<file path="config.mk">
export PLATFORM = sky130hd
export DESIGN_NAME = mem_port_arbiter
export DESIGN_NICKNAME = d
export VERILOG_FILES = /design/src/rtl/mem_port_arbiter_pkg.sv /design/src/rtl/mem_port_arbiter_rr_pick4.sv /design/src/rtl/mem_port_arbiter.sv
export SDC_FILE = /design/constraint.sdc
export NUM_CORES = 1
export LEC_CHECK = 0
export ABC_CLOCK_PERIOD_IN_PS = 6450
export BUFFER_PORTS_ARGS = -buffer_cell sky130_fd_sc_hd__buf_4
export CAP_MARGIN = 30
export CORE_AREA = 3 3 79 81
export DETAILED_ROUTE_END_ITERATION = 12
export DIE_AREA = 0 0 82 84
export HOLD_SLACK_MARGIN = 0.12
export PLACE_DENSITY = 0.83
export RECOVER_POWER = 50
export SLEW_MARGIN = 20
export SYNTH_ARGS = -nofsm -noshare
export SYNTH_HDL_FRONTEND = slang
export SYNTH_SLANG_ARGS = --single-unit
</file>
<file path="constraint.sdc">
create_clock -name clk -period 6.45 [get_ports clk]
set_clock_uncertainty 0.15 [all_clocks]
set_input_delay 1.29 -clock clk [delete_from_list [all_inputs] [get_ports clk]]
set_output_delay 1.29 -clock clk [all_outputs]
set_load 0.1 [all_outputs]
</file>
<file path="src/rtl/mem_port_arbiter_pkg.sv">
// Shared settings for the memory port arbiter: data width, requester count,
// FSM state encoding and small select/grant helpers.
package mem_port_arbiter_pkg;

  localparam int WORD_WIDTH = 32;
  localparam int NUM_REQ    = 4;
  localparam int SEL_W      = 2;
  localparam int WDOG_W     = 16;

  typedef enum logic [1:0] {
    ST_IDLE   = 2'd0,
    ST_BUSY   = 2'd1,
    ST_FINISH = 2'd2
  } arb_state_e;

  function automatic logic [NUM_REQ-1:0] onehot4(input logic [SEL_W-1:0] idx);
    return NUM_REQ'(1) << idx;
  endfunction

  function automatic logic [SEL_W-1:0] ptr_after(input logic [SEL_W-1:0] idx);
    return idx + SEL_W'(1);
  endfunction

endpackage

</file>
<file path="src/rtl/mem_port_arbiter_rr_pick4.sv">
// Combinational round-robin picker: first set req bit found searching from
// ptr upward, modulo 4.
module rr_pick4
  import mem_port_arbiter_pkg::*;
(
  input  logic [NUM_REQ-1:0] req,
  input  logic [SEL_W-1:0]   ptr,
  output logic [SEL_W-1:0]   winner,
  output logic               any_req
);

  logic [NUM_REQ-1:0] rot;
  logic [SEL_W-1:0]   offset;

  // rot[k] is the requester k places after ptr, so a fixed-priority search
  // over rot implements the rotating priority.
  for (genvar gi = 0; gi < NUM_REQ; gi++) begin : g_rot
    assign rot[gi] = req[ptr + SEL_W'(gi)];
  end

  always_comb begin
    offset = '0;
    if (rot[0])      offset = 2'd0;
    else if (rot[1]) offset = 2'd1;
    else if (rot[2]) offset = 2'd2;
    else if (rot[3]) offset = 2'd3;
  end

  assign winner  = ptr + offset;
  assign any_req = |req;

endmodule

</file>
<file path="src/rtl/mem_port_arbiter.sv">
// Round-robin arbiter sharing one memory port among four requesters, with a
// request/ready handshake, registered outputs and a watchdog abort.
module mem_port_arbiter
  import mem_port_arbiter_pkg::*;
#(
  parameter int          WORD_WIDTH     = mem_port_arbiter_pkg::WORD_WIDTH,
  parameter int unsigned TIMEOUT_CYCLES = 255
) (
  input  logic                  clk,
  input  logic                  rst,
  input  logic [NUM_REQ-1:0]    req,
  input  logic [NUM_REQ-1:0]    we,
  input  logic                  mem_ready,
  input  logic [WORD_WIDTH-1:0] mem_rdata,
  output logic [SEL_W-1:0]      sel,
  output logic [NUM_REQ-1:0]    grant,
  output logic                  mem_req,
  output logic                  mem_we,
  output logic [NUM_REQ-1:0]    done,
  output logic [NUM_REQ-1:0]    err,
  output logic [WORD_WIDTH-1:0] rdata
);

  localparam logic [WDOG_W-1:0] WDOG_LAST = WDOG_W'(TIMEOUT_CYCLES - 1);

  arb_state_e            state_q, state_d;
  logic [SEL_W-1:0]      ptr_q, ptr_d;
  logic [SEL_W-1:0]      sel_q, sel_d;
  logic [NUM_REQ-1:0]    grant_q, grant_d;
  logic                  mem_req_q, mem_req_d;
  logic                  mem_we_q, mem_we_d;
  logic [NUM_REQ-1:0]    done_q, done_d;
  logic [NUM_REQ-1:0]    err_q, err_d;
  logic [WORD_WIDTH-1:0] rdata_q, rdata_d;
  logic [WDOG_W-1:0]     wdog_q, wdog_d;

  logic [SEL_W-1:0]      winner;
  logic                  any_req;

  rr_pick4 u_pick (
    .req     (req),
    .ptr     (ptr_q),
    .winner  (winner),
    .any_req (any_req)
  );

  always_ff @(posedge clk or posedge rst) begin
    if (rst) begin
      state_q   <= ST_IDLE;
      ptr_q     <= '0;
      sel_q     <= '0;
      grant_q   <= '0;
      mem_req_q <= 1'b0;
      mem_we_q  <= 1'b0;
      done_q    <= '0;
      err_q     <= '0;
      rdata_q   <= '0;
      wdog_q    <= '0;
    end else begin
      state_q   <= state_d;
      ptr_q     <= ptr_d;
      sel_q     <= sel_d;
      grant_q   <= grant_d;
      mem_req_q <= mem_req_d;
      mem_we_q  <= mem_we_d;
      done_q    <= done_d;
      err_q     <= err_d;
      rdata_q   <= rdata_d;
      wdog_q    <= wdog_d;
    end
  end

  always_comb begin
    state_d   = state_q;
    ptr_d     = ptr_q;
    sel_d     = sel_q;
    grant_d   = grant_q;
    mem_req_d = mem_req_q;
    mem_we_d  = mem_we_q;
    done_d    = '0;
    err_d     = '0;
    rdata_d   = rdata_q;
    wdog_d    = wdog_q;

    unique case (state_q)
      ST_IDLE: begin
        if (any_req) begin
          state_d   = ST_BUSY;
          sel_d     = winner;
          grant_d   = onehot4(winner);
          mem_req_d = 1'b1;
          mem_we_d  = we[winner];
          wdog_d    = '0;
        end
      end

      ST_BUSY: begin
        // Ready wins over an expiring watchdog in the same cycle.
        if (mem_ready) begin
          rdata_d   = mem_rdata;
          done_d    = onehot4(sel_q);
          state_d   = ST_FINISH;
          mem_req_d = 1'b0;
          grant_d   = '0;
          mem_we_d  = 1'b0;
          ptr_d     = ptr_after(sel_q);
        end else if (wdog_q == WDOG_LAST) begin
          err_d     = onehot4(sel_q);
          state_d   = ST_FINISH;
          mem_req_d = 1'b0;
          grant_d   = '0;
          mem_we_d  = 1'b0;
          ptr_d     = ptr_after(sel_q);
        end else begin
          wdog_d = wdog_q + WDOG_W'(1);
        end
      end

      ST_FINISH: begin
        state_d = ST_IDLE;
        wdog_d  = '0;
      end

      default: begin
        state_d   = ST_IDLE;
        mem_req_d = 1'b0;
        grant_d   = '0;
        mem_we_d  = 1'b0;
      end
    endcase
  end

  assign sel     = sel_q;
  assign grant   = grant_q;
  assign mem_req = mem_req_q;
  assign mem_we  = mem_we_q;
  assign done    = done_q;
  assign err     = err_q;
  assign rdata   = rdata_q;

endmodule
</file>
==> results of run 1 <==
## worst max-delay path, cell delays in order
cell                       delay (ps)
sky130_fd_sc_hd__clkbuf_1         160
sky130_fd_sc_hd__nand2_1          320
sky130_fd_sc_hd__clkbuf_1        1070
sky130_fd_sc_hd__mux2_2           440
## state kept, by name (all words and copies together), names as in the netlist
signal and cells:
err 4, wdog_q 16, state_q 2, ptr_q 2
rdata 32, mem_req 1, sel 2, grant 4
done 4, mem_we 1
## synthesized netlist by cell type, types with 2 or more instances
library cell	count
sky130_fd_sc_hd__nor2_2	2
sky130_fd_sc_hd__nor4_1	7
sky130_fd_sc_hd__and2_1	2
sky130_fd_sc_hd__buf_6	2
sky130_fd_sc_hd__and4_1	3
sky130_fd_sc_hd__mux2_2	33
sky130_fd_sc_hd__nand3_1	7
sky130_fd_sc_hd__clkbuf_1	3
sky130_fd_sc_hd__o21a_1	2
sky130_fd_sc_hd__and3_1	3
sky130_fd_sc_hd__nand4_1	3
sky130_fd_sc_hd__inv_1	10
sky130_fd_sc_hd__o21ai_1	2
sky130_fd_sc_hd__a31oi_1	2
sky130_fd_sc_hd__ha_1	7
sky130_fd_sc_hd__mux2i_1	2
sky130_fd_sc_hd__nand2_1	18
sky130_fd_sc_hd__a21oi_1	3
sky130_fd_sc_hd__dfrtp_1	68
sky130_fd_sc_hd__nor2_1	27
sky130_fd_sc_hd__buf_2	4
sky130_fd_sc_hd__o21ai_0	10
sky130_fd_sc_hd__xor2_1	11
sky130_fd_sc_hd__o31ai_1	2
## cell families (layout without fill, tap and decap cells)
| kind of cell | Yosys count | after routing | synth area share |
|---|---|---|---|
| simple gates | 85 | 85 | 0.159 |
| flops | 68 | 68 | 0.553 |
| mux | 35 | 35 | 0.127 |
| compound gates | 28 | 28 | 0.0614 |
| buf+inv | 20 | 119 | 0.0313 |
| xor+xnor | 13 | 13 | 0.0395 |
| fa+ha+maj | 7 | 7 | 0.0285 |
## per-layer routing
metal / vias up / part of all wire
li1: 1075 / -
met1: 1061 / 0.42
met2: 103 / 0.45
met3: 5 / 0.11
met4: 0 / 0.0080
met5: - / 0
## cell type report
type	count	area, sq um	share of cell area
clock buffers	12	155	0.0389
clock inverters	4	47.5	0.0119
inverters	10	37.5	0.00942
multi-input cells	168	1270	0.318
flip-flops and latches	68	1700	0.427
well taps	72	90.1	0.0226
repair buffers	93	684	0.172
## per-stage QoR
| stage | area (sq um) | utilization | setup WS [ps] | hold slack [ps] | instances |
|---|---|---|---|---|---|
| CTS | 4000 | 0.722 | 3440 | 341 | 426 |
| detailed placement | 3800 | 0.685 | 3070 | 324 | 410 |
| finish | 3990 | 0.719 | 3230 | 336 | 427 |
| global placement | 3800 | 0.685 | 3090 | 317 | 410 |
| global route | 3990 | 0.719 | 3100 | 370 | 427 |
| floorplan | 3080 | - | 3230 | 348 | 256 |
## cells in the final DEF, fill, tap and decap left out, types with 4 or more instances in the layout
cell type,n
sky130_fd_sc_hd__inv_1,10
sky130_fd_sc_hd__ha_1,7
sky130_fd_sc_hd__buf_4,88
sky130_fd_sc_hd__nand3_1,7
sky130_fd_sc_hd__clkbuf_1,4
sky130_fd_sc_hd__clkbuf_8,11
sky130_fd_sc_hd__xor2_1,11
sky130_fd_sc_hd__nand2_1,18
sky130_fd_sc_hd__dfrtp_1,68
sky130_fd_sc_hd__o21ai_0,10
sky130_fd_sc_hd__nor4_1,7
sky130_fd_sc_hd__mux2_2,33
sky130_fd_sc_hd__nor2_1,28
## worst max-delay path by stage
stage / from / endpoint / slack, ps / cells after the start
after floorplan: req[0] / mem_we / 3230 / 10
after global placement: req[1] / mem_we / 3090 / 10
after detailed placement: req[1] / mem_we / 3070 / 10
after CTS: req[1] / mem_we / 3440 / 10
after global routing: mem_ready / rdata[8] / 3100 / 4
final: mem_ready / rdata[8] / 3230 / 4
==> implementation parameters, run 1 <==
Parameter                              Value

Run status
  Result of the run ... finished clean

Yosys
  Total of warnings raised by yosys ... 0
  Count of flip-flops with a built-in enable after synthesis ... 0
  Fraction of synthesized cell area taken by the top area cell type ... 0.553
  Number of library cell types mapped by synthesis ... 47
  Biggest area consumer among synthesized cells ... sky130_fd_sc_hd__dfrtp_1
  Seq cells post-synth ... 68
  Cell area after synthesis ... 3080 sq um
  Gate count of the mapped netlist ... 256
  Synthesized area per cell ... about 12 sq um
  Main flop type after synthesis ... sky130_fd_sc_hd__dfrtp_1
  Nets in the synthesized netlist ... 306
  Synth top area cells ... sky130_fd_sc_hd__dfrtp_1 (55%), sky130_fd_sc_hd__mux2_2 (12%), sky130_fd_sc_hd__nor2_1 (3.3%)
  Share of synthesized flip-flops with an asynchronous set or reset ... 1.00
  Sequential fraction of the synthesis area ... 0.553

CTS
  Count of hold-fix buffers inserted at cts ... 0
  CTS sink cnt ... 68
  CTS Root Buffer Type ... sky130_fd_sc_hd__clkbuf_8
  Register clock-pin slew on the reported worst setup and hold paths ... around 70 ps
  CTS-repair resized insts ... 0
  Maximum clock insertion buffer count ... 2
  Clock Latency Late Sink ... 340 ps
  Setup Fix Bufs, Post-CTS ... 0
  TritonCTS buffer count ... 9
  H-tree Lvls ... 3
  TritonCTS clock tree ... yes

STA
  FMAX ... approximately 0.31 GHz
  Worst slew margin relative to its limit ... 0.0616
  Count of endpoints failing hold in the final timing report ... 0
  Setup TNS ... 0 ps
  Ratio of final minimum period to clock period ... 0.500
  Least-Margin Pin Slew ... roughly 1400 ps
  Unrepaired setup endpoints after global routing ... no
  # setup viols final ... 0
  Final Max Tran Viols ... 0
  Time the worst path needs with I/O delays and setup ... approximately 3200 ps

Route
  DRC ... 0
  Average wire length per cell after detail routing ... between 10 and 15 um
  Iteration-0 DRC Markers ... 44
  Count of antenna-violating nets left after detailed routing ... 0
  Via density per instance ... 5.26
  Total wire length ... 6350 um
  Total vias in the final route ... 2244
  TritonRoute pass-1 iters ... 4

GRT
  Residual overflow from global routing ... 0
  Wire length of the first global-routing pass ... 10400 um
  Met3 capacity usage during global routing ... 0.0648
  Grt met2 use ... 0.309
  GR Util All Layers ... 0.195
  Vias in the first global route ... approximately 2300
  Met1 layer usage reported by global route ... 0.241
  Initial antenna violation count ... 0
  Most crowded layer after global routing ... met2
  Largest net degree at the start of global routing ... 69

Min path
  Start point of the worst hold path ... grant[3]
  Worst hold path endpoint ... grant[3]
  Path class of the lowest-slack min-delay path ... flop to flop
  Hold Path Stages ... 2

Setup path
  FF-to-FF Start ... state_q[0]
  CP Class ... input port to flop
  Endpoint of the most critical register-to-register path ... rdata[8]
  Required time worst endpoint ... 6520 ps
  Number of cells on the worst reg-to-reg path ... 4
  Critical Path Fanout Max ... 28
  Data arrival time at the worst-slack endpoint ... 3290 ps
  Category of the worst setup path capture point ... flop
  Slack of the worst reg-to-reg path ... 3690 ps
  Type of origin of the critical path ... input port

Layout
  Share of post-route cells with drive strength above 1 ... 0.423
  Layout net count ... 400
  Area added between synthesis and finish ... 29.6%
  Fill count ... 392
  N_diodes ... 0

Placed design
  Placed wire-length estimate ... 4650 um
  Port Buf Inserts ... 90
  Gpl congestion ... 0.788

Floorplan
  Total Die Area ... about 6900 sq um
  Number of I/O pins ... 91
  Die Ht ... 84 um
  Core Region ... ~5500 sq um
  Horizontal die dimension ... 82 um
  Initial cell density of the core ... 0.555
  Standard-cell rows ... 27

Run
  Count of maximum capacitance violations ... 0
Power of run 1 is left out: the tool's default activity adds up to more than one toggle a clock period on the data nets, which glitch-free logic cannot reach.
==> run 2, diff against run 1 <==
- ABC_AREA: unset -> 1
- ABC_CLOCK_PERIOD_IN_PS: 6450 -> 3050
- CORE_AREA: 3 3 79 81 -> 3 3 86 88
- DIE_AREA: 0 0 82 84 -> 0 0 89 91
- PLACE_DENSITY: 0.83 -> 0.79
- clock period: 6.45 -> 3.05 ns (I/O delays scaled with it)
==> run 2 against run 1 <==
Effect of this change: synthesized area grew 15%; critical path depth unchanged; die area is 18% higher; global-route usage grew 1.6 points; first-iteration DRC count grew 86%; worst setup slack got worse by 2600 ps; design area up 9.4%.
==> implementation parameters, run 2 <==
Parameter                              Value

Layout
  Commonest cells after routing, fill and taps aside ... sky130_fd_sc_hd__nand2_1 (86), sky130_fd_sc_hd__buf_4 (71), sky130_fd_sc_hd__dfrtp_1 (68)
  Most common library cell in the layout ignoring fill and taps ... sky130_fd_sc_hd__nand2_1
  Area added between synthesis and finish ... 23.2%
  Flip-flop count of the largest register, all copies and words added ... 32
  Layout net count ... 509
  Share of post-route cells with drive strength above 1 ... 0.338
  N_diodes ... 0
  Final cell count without fillers ... ~540

Yosys
  Sequential fraction of the synthesis area ... 0.481
  Gate count of the mapped netlist ... between 300 and 400
  Number of library cell types mapped by synthesis ... 34
  Count of flip-flops with a built-in enable after synthesis ... 0
  Most frequent cells after synthesis ... sky130_fd_sc_hd__nand2_1 (86), sky130_fd_sc_hd__dfrtp_1 (68), sky130_fd_sc_hd__inv_1 (31), sky130_fd_sc_hd__nor2_1 (27), sky130_fd_sc_hd__mux2_4 (26)
  Cell area after synthesis ... 3540 sq um
  Synthesized area per cell ... between 9 and 10 sq um
  Main flop type after synthesis ... sky130_fd_sc_hd__dfrtp_1
  Share of synthesized flip-flops with an asynchronous set or reset ... 1.00
  Total of warnings raised by yosys ... 0
  Nets in the synthesized netlist ... 413
  Most instantiated library cell after synthesis ... sky130_fd_sc_hd__nand2_1
  Biggest area consumer among synthesized cells ... sky130_fd_sc_hd__dfrtp_1
  Fraction of synthesized cell area taken by the top area cell type ... 0.481
  Seq cells post-synth ... 68
  Synth top area cells ... sky130_fd_sc_hd__dfrtp_1 (48%), sky130_fd_sc_hd__mux2_4 (11%), sky130_fd_sc_hd__nand2_1 (9.1%)

Route
  DRC ... 0
  TritonRoute pass-1 iters ... 4
  Total wire length ... roughly 8200 um
  Count of antenna-violating nets left after detailed routing ... 0
  Average wire length per cell after detail routing ... 15.0 um
  Total vias in the final route ... 2837
  Iteration-0 DRC Markers ... 82
  Via density per instance ... between 5 and 6

GRT
  GR Util All Layers ... 0.211
  Residual overflow from global routing ... 0
  Wire length of the first global-routing pass ... around 13000 um
  Vias in the first global route ... 2828
  Initial antenna violation count ... 0
  Largest net degree at the start of global routing ... 37

Floorplan
  Horizontal die dimension ... 89 um
  Die Ht ... between 90 and 100 um
  Core Region ... 6720 sq um
  Total Die Area ... about 8100 sq um
  Number of I/O pins ... 91
  Standard-cell rows ... 30
  Initial cell density of the core ... 0.526

Setup path
  Data arrival time at the worst-slack endpoint ... ~2600 ps
  End point of the critical path ... rdata[13]
  Slack of the worst reg-to-reg path ... 580 ps
  Critical Path Fanout Max ... 36
  FF-to-FF Start ... state_q[1]
  Endpoint of the most critical register-to-register path ... rdata[13]
  CP Class ... flop to flop
  Critical path's slowest cell ... sky130_fd_sc_hd__nor2_1
  Type of origin of the critical path ... flop
  Start point of the critical path ... state_q[1]
  Required time worst endpoint ... 3130 ps
  Crit path depth ... 4
  Number of cells on the worst reg-to-reg path ... 4
  Category of the worst setup path capture point ... flop
  Largest stage delay on the critical path ... 840 ps
  Combined buffer and inverter count along the critical path ... 1
  Crit-path cells ... nor2_1 -> nand2_2 -> buf_4 -> mux2_4
  Cell type group with the largest total delay on the critical path ... simple AND/OR/NAND/NOR gates

CTS
  Maximum clock insertion buffer count ... 2
  Setup Fix Bufs, Post-CTS ... 0
  TritonCTS clock tree ... yes
  CTS Root Buffer Type ... sky130_fd_sc_hd__clkbuf_8
  CTS sink cnt ... 68
  Register clock-pin slew on the reported worst setup and hold paths ... 80 ps
  Clock Latency Late Sink ... about 340 ps
  CTS-repair resized insts ... 0
  Count of hold-fix buffers inserted at cts ... 0
  H-tree Lvls ... 3
  TritonCTS buffer count ... 9

STA
  Hold Worst Slack ... 326 ps
  Setup TNS ... 0 ps
  Final Max Tran Viols ... 0
  Count of endpoints failing hold in the final timing report ... 0
  Worst slew margin relative to its limit ... 0.193
  Ratio of final minimum period to clock period ... 0.810
  # setup viols final ... 0
  Time the worst path needs with I/O delays and setup ... between 2000 and 2500 ps
  Least-Margin Pin Slew ... 1220 ps
  FMAX ... 0.405 GHz
  Unrepaired setup endpoints after global routing ... no

Min path
  Path class of the lowest-slack min-delay path ... flop to flop

Placed design
  Gpl congestion ... 0.923
  Placed wire-length estimate ... 5910 um
  Cell count after placement ... between 500 and 600
  Port Buf Inserts ... 90

Run
  Count of maximum capacitance violations ... 0

Run status
  Result of the run ... finished clean
==> run 2: how the worst min path moves through the flow <==
| stage | start | end | slack, ps | cells past startpoint |
|---|---|---|---|---|
| finish | mem_req | mem_req | 330 | 2 |
| global route | mem_rdata[6] | rdata[6] | 310 | 2 |
| CTS | rst | rdata[6] | 230 | 2 |
| detailed placement | mem_req | mem_req | 310 | 2 |
| global placement | mem_req | mem_req | 310 | 2 |
| floorplan | wdog_q[15] | wdog_q[15] | 330 | 2 |
==> run 2: cell families (layout without fill, tap and decap cells) <==
logic type / Yosys count / in the layout / share of synthesized area
and+or+nand+nor: 175 / 175 / 0.227
xor gates and xnor gates: 3 / 3 / 0.00743
AOI/OAI and AO/OA: 30 / 30 / 0.0577
muxes: 34 / 34 / 0.135
DFF: 68 / 68 / 0.481
adders and majority gates: 7 / 7 / 0.0248
buffers and inverters: 46 / 147 / 0.0672
==> run 2: cell type report <==
| cell class | instances | area (sq um) |
|---|---|---|
| clock buffer | 9 | 124 |
| multi-input combinational | 249 | 1580 |
| sequential | 68 | 1700 |
| clock inverter | 7 | 82.6 |
| tap | 80 | 100 |
| fill | 571 | 2360 |
| inverter | 38 | 146 |
| timing repair buffer | 93 | 619 |
==> run 2: worst reg2reg max path, cell delays in order (launching register included) <==
cell and delay, ps:
sky130_fd_sc_hd__dfrtp_1 400, sky130_fd_sc_hd__nor2_1 840, sky130_fd_sc_hd__nand2_2 190, sky130_fd_sc_hd__buf_4 380, sky130_fd_sc_hd__mux2_4 410
==> run 2: metrics by stage <==
step / worst slack [ps] / utilization / instance area, sq um
after floorplan: 578 / - / 3540
after global placement: 818 / 0.632 / 4240
after detailed placement: 739 / 0.632 / 4240
after CTS: 804 / 0.662 / 4450
after global routing: 302 / 0.649 / 4360
final: 580 / 0.649 / 4360
==> run 2: per-layer routing <==
layer	GRT usage	up-vias	share of wire
met5	0	-	0
met4	0.0645	0	0.017
met3	0.0535	14	0.045
met2	0.366	69	0.52
met1	0.255	1376	0.42
li1	-	1378	-
Power of run 2 is left out for the same reason.
